--- config.mk ---
export PLATFORM = sky130hd
export DESIGN_NAME = fetch_seq
export DESIGN_NICKNAME = d
export VERILOG_FILES = /design/src/rtl/fetch_seq.sv
export SDC_FILE = /design/constraint.sdc
export NUM_CORES = 1
export LEC_CHECK = 0
export CAP_MARGIN = 20
export CORE_MARGIN = 2
export CORE_UTILIZATION = 45
export CTS_BUF_LIST = sky130_fd_sc_hd__clkbuf_4
export CTS_CLUSTER_DIAMETER = 40
export DETAILED_ROUTE_END_ITERATION = 16
export PLACE_DENSITY = 0.87
export SKIP_LAST_GASP = 1
export SLEW_MARGIN = 20
export SYNTH_ARGS = -nofsm -noshare
export SYNTH_HDL_FRONTEND = slang
export SYNTH_SLANG_ARGS = --single-unit
--- constraint.sdc ---
create_clock -name clk_i -period 2.65 [get_ports clk_i]
set_input_delay 0.53 -clock clk_i [delete_from_list [all_inputs] [get_ports clk_i]]
set_output_delay 0.53 -clock clk_i [all_outputs]
set_load 0.1 [all_outputs]
--- src/rtl/fetch_seq.sv ---
// Instruction fetch/sequencer: holds PC, fetches over req/ack, latches IR, drives the EXEC phase.
// Optional single-step input step_i is enabled by defining FETCH_STEP_EN.
module fetch_seq #(
    parameter int DATA_W = 8,
    parameter int OP_W   = 3,
    parameter int ADDR_W = 5
) (
    input  logic              clk_i,
    input  logic              rst_i,
    input  logic              run_i,
`ifdef FETCH_STEP_EN
    input  logic              step_i,
`endif
    output logic              imem_req_o,
    output logic [ADDR_W-1:0] imem_addr_o,
    input  logic              imem_ack_i,
    input  logic [DATA_W-1:0] imem_data_i,
    output logic [OP_W-1:0]   op_o,
    output logic [ADDR_W-1:0] operand_o,
    output logic              exec_o,
    input  logic              exec_wait_i,
    input  logic              jmp_i,
    output logic [ADDR_W-1:0] pc_o,
    output logic              busy_o
);

    typedef enum logic [1:0] {
        S_IDLE  = 2'd0,
        S_FETCH = 2'd1,
        S_EXEC  = 2'd2
    } state_t;

    state_t              r_state;
    state_t              w_state_nx;
    logic [ADDR_W-1:0]   r_pc;
    logic [ADDR_W-1:0]   w_pc_nx;
    logic [DATA_W-1:0]   r_ir;
    logic [DATA_W-1:0]   w_ir_nx;
    logic                w_start;

`ifdef FETCH_STEP_EN
    // A step is only accepted on a low-to-high transition, so holding step_i runs one instruction.
    logic r_step_d;

    always_ff @(posedge clk_i or posedge rst_i) begin
        if (rst_i) r_step_d <= 1'b0;
        else       r_step_d <= step_i;
    end

    assign w_start = run_i | (step_i & ~r_step_d);
`else
    assign w_start = run_i;
`endif

    always_ff @(posedge clk_i or posedge rst_i) begin
        if (rst_i) begin
            r_state <= S_IDLE;
            r_pc    <= '0;
            r_ir    <= '0;
        end else begin
            r_state <= w_state_nx;
            r_pc    <= w_pc_nx;
            r_ir    <= w_ir_nx;
        end
    end

    always_comb begin
        w_state_nx = r_state;
        w_pc_nx    = r_pc;
        w_ir_nx    = r_ir;
        case (r_state)
            S_IDLE: begin
                if (w_start) w_state_nx = S_FETCH;
            end
            S_FETCH: begin
                if (imem_ack_i) begin
                    w_ir_nx    = imem_data_i;
                    w_state_nx = S_EXEC;
                end
            end
            S_EXEC: begin
                if (!exec_wait_i) begin
                    w_pc_nx    = jmp_i ? r_ir[ADDR_W-1:0] : r_pc + ADDR_W'(1);
                    w_state_nx = run_i ? S_FETCH : S_IDLE;
                end
            end
            default: w_state_nx = S_IDLE;
        endcase
    end

    // All outputs are decoded from registers only; no combinational input-to-output path.
    assign imem_req_o  = (r_state == S_FETCH);
    assign imem_addr_o = r_pc;
    assign exec_o      = (r_state == S_EXEC);
    assign busy_o      = (r_state != S_IDLE);
    assign op_o        = r_ir[DATA_W-1 -: OP_W];
    assign operand_o   = r_ir[ADDR_W-1:0];
    assign pc_o        = r_pc;

endmodule

==> out/qor.yml <==
routed_via_density: 5.239
placed_insts: 113
layout_worst_path_cycle_share: 0.7143
grt.total_usage: 0.1684
crit_path_start: "exec_wait_i"
floorplan.rows: 14
number_of_global_route_vias_before_repair: 510
boundaryPins: 35
mapped_cells: 70
skew_ps: 1.053
post_syn_nets: 85
clk_pin_slew_worst_paths_ps: 90
layout-drive-gt1-share: 0.3366
synth_area_leaders: "dfrtp_1 (50%), mux2_2 (12%), buf_4 (5.0%), nand2_1 (4.5%), nand3_1 (3.3%)"
ys_async_sr_fraction: 1.000
cts_setup_buffers: 0
finalMaxSlewViolations: 0
worst-endpoint-required_ps: 2870
syn_avg_cell_area_sq_um: 10.71
layout.cell_area.non_filler_sq_um: 1032
cts_max_path_buffers: 2
arrival_ps: 2110
antenna_violations_before_repair: 0
cts.sink_count: 15
aggregate_global_routing_overflow: 0
yosys.cell_count.top_type: "dfrtp_1"
initial_utilization: 0.4862
detail_route.drc_violations: 0
timing.setup.critical_path_class: "input port to flip-flop"
routabilityCongestion: 0.6767
ctsRootBufferMaster: "clkbuf_4"
netlist_top_cells_count: "dfrtp_1 (15), nand2_1 (9), mux2_2 (8)"
synthDistinctLibCells: 25
share_of_the_synthesized_area_in_the_top_cell_type: 0.5008
synth.largest_area_cell: "dfrtp_1"
hold_ws_ps: 514.1
via_total_after_detailed_routing: 613
placed_area_sq_um: 1005
clock_buffers_created_by_tritoncts: 3
final_nets: 117
totalNegativeSetupSlack_ps: 0
antenna-diode-count: 0
avgRoutedWirePerCell_um: 12.48
clock_tree.htree_level_count: 1
synth_top_flop_cell: "dfrtp_1"
hold_path.class: "flip-flop to flip-flop"
grt_start_max_net_pins: 16
unrepaired_setup_endpoints_after_global_routing: "false"
outcome: "finished clean"
synth_area_sq_um: 749.5
filler_cell_count: 116
worstMarginPinSlew_ps: 546.7
synth_warnings: 0
shortest_clock_period_the_worst_path_allows_after_layout_ps: 1893
die_area_sq_um: 2008
hold_path.startpoint: "r_ir[7]"
core-area_sq_um: 1541
width_of_the_die_um: 44.81
setup_violations: 0
critical_path_peak_fanout: 10
cts_tree: "yes"
startpoint_type: "input port"
stdcell_count: 117
yosysSeqAreaShare: 0.5008
detailed_route_wire_length_um: 1460
max_clock_freq_mhz: 528.3
cts_hold_buf: 0
timing.max_cap.violations: 0
grt_first_pass_wirelength_um: 2311
post-dp-hpwl_um: 1141
ys_seq_elements: 15
hold_viol: 0
synth-edff-count: 0
placement.io_buffers: 34
worst_slew_margin_rel: 0.6351
cp-end-kind: "flip-flop"
drt-pass1-iter-count: 4
detailedRoute.firstIterationViolations: 14
areaGrowthSynthToFinish_pct: 37.73
ant_nets: 0
clk_latency_ps: 280
timing.rr.start: "r_state[0]"
die_height_um: 44.81
cts.repair.resized: 0
## stage by stage
stage	worst slack, ps	util
global route	723.9	0.6696
global placement	522.1	0.6518
detailed placement	470.2	0.6518
finish	757.1	0.6696
floorplan	347.7	-
CTS	777.3	0.6696
## state kept, by name, indices dropped and copies added, names as in the netlist
register / count
r_state: 2
r_ir: 8
imem_addr_o: 5
## path summary, 6_finish.rpt
| check | slack (ps) | to | depth (start not counted) |
|---|---|---|---|
| worst max-delay path | 760 | imem_addr_o[4] | 4 |
| worst min-delay path | 510 | r_ir[7] | 1 |
| worst max register to register | 1010 | imem_addr_o[4] | 3 |
| worst min register to register | 510 | r_ir[7] | 1 |
| max in group asynchronous | 1710 | r_state[0] | 2 |
| min in group asynchronous | 580 | r_ir[3] | 2 |
## per-layer routing
layer	track usage	share of wire	routed length, um	up-vias
li1	-	-	-	301
met2	0.2348	0.47	693	27
met4	0.1235	0.021	30	0
met3	0.04000	0.066	96	4
met1	0.2268	0.44	639	281
met5	0	0	0	-
## placed cells by master (no fill, tap or decap), drive strengths merged, types with 2 or more instances in the layout
cell type       n
nor3b           3
dfrtp          15
clkdlybuf4s50  13
nand2           9
clkbuf          3
buf            21
mux2            8
nand3           5
inv             3
o21ai           3
mux2i           2
nor2            2
## worst max-delay path, cell delays in order
cell and delay [ps]:
clkdlybuf4s50_1 460, or3b_1 510, or4_1 510, nand4_1 100
## kinds of logic after synthesis
kind of cell | count (synthesis) | synth area share
muxes | 10 | 0.1469
AOI/OAI and AO/OA | 5 | 0.04174
adders and majority gates | 1 | 0.01669
DFF | 15 | 0.5008
and+or+nand+nor | 29 | 0.2087
buffers and inverters | 10 | 0.08514
## final cells by class
cell class / instances / area, sq um / area share
multi-input cells: 45 / 310.3 / 0.3006
clock buffers: 3 / 22.52 / 0.02182
flip-flops and latches: 15 / 375.4 / 0.3636
clock inverters: 1 / 5.005 / 0.004848
repair buffers: 34 / 287.8 / 0.2788
well taps: 16 / 20.02 / 0.01939
inverters: 3 / 11.26 / 0.01091
Power is not shown: default switching activity piles up to over one toggle a cycle in this logic, so the estimate is an artifact.
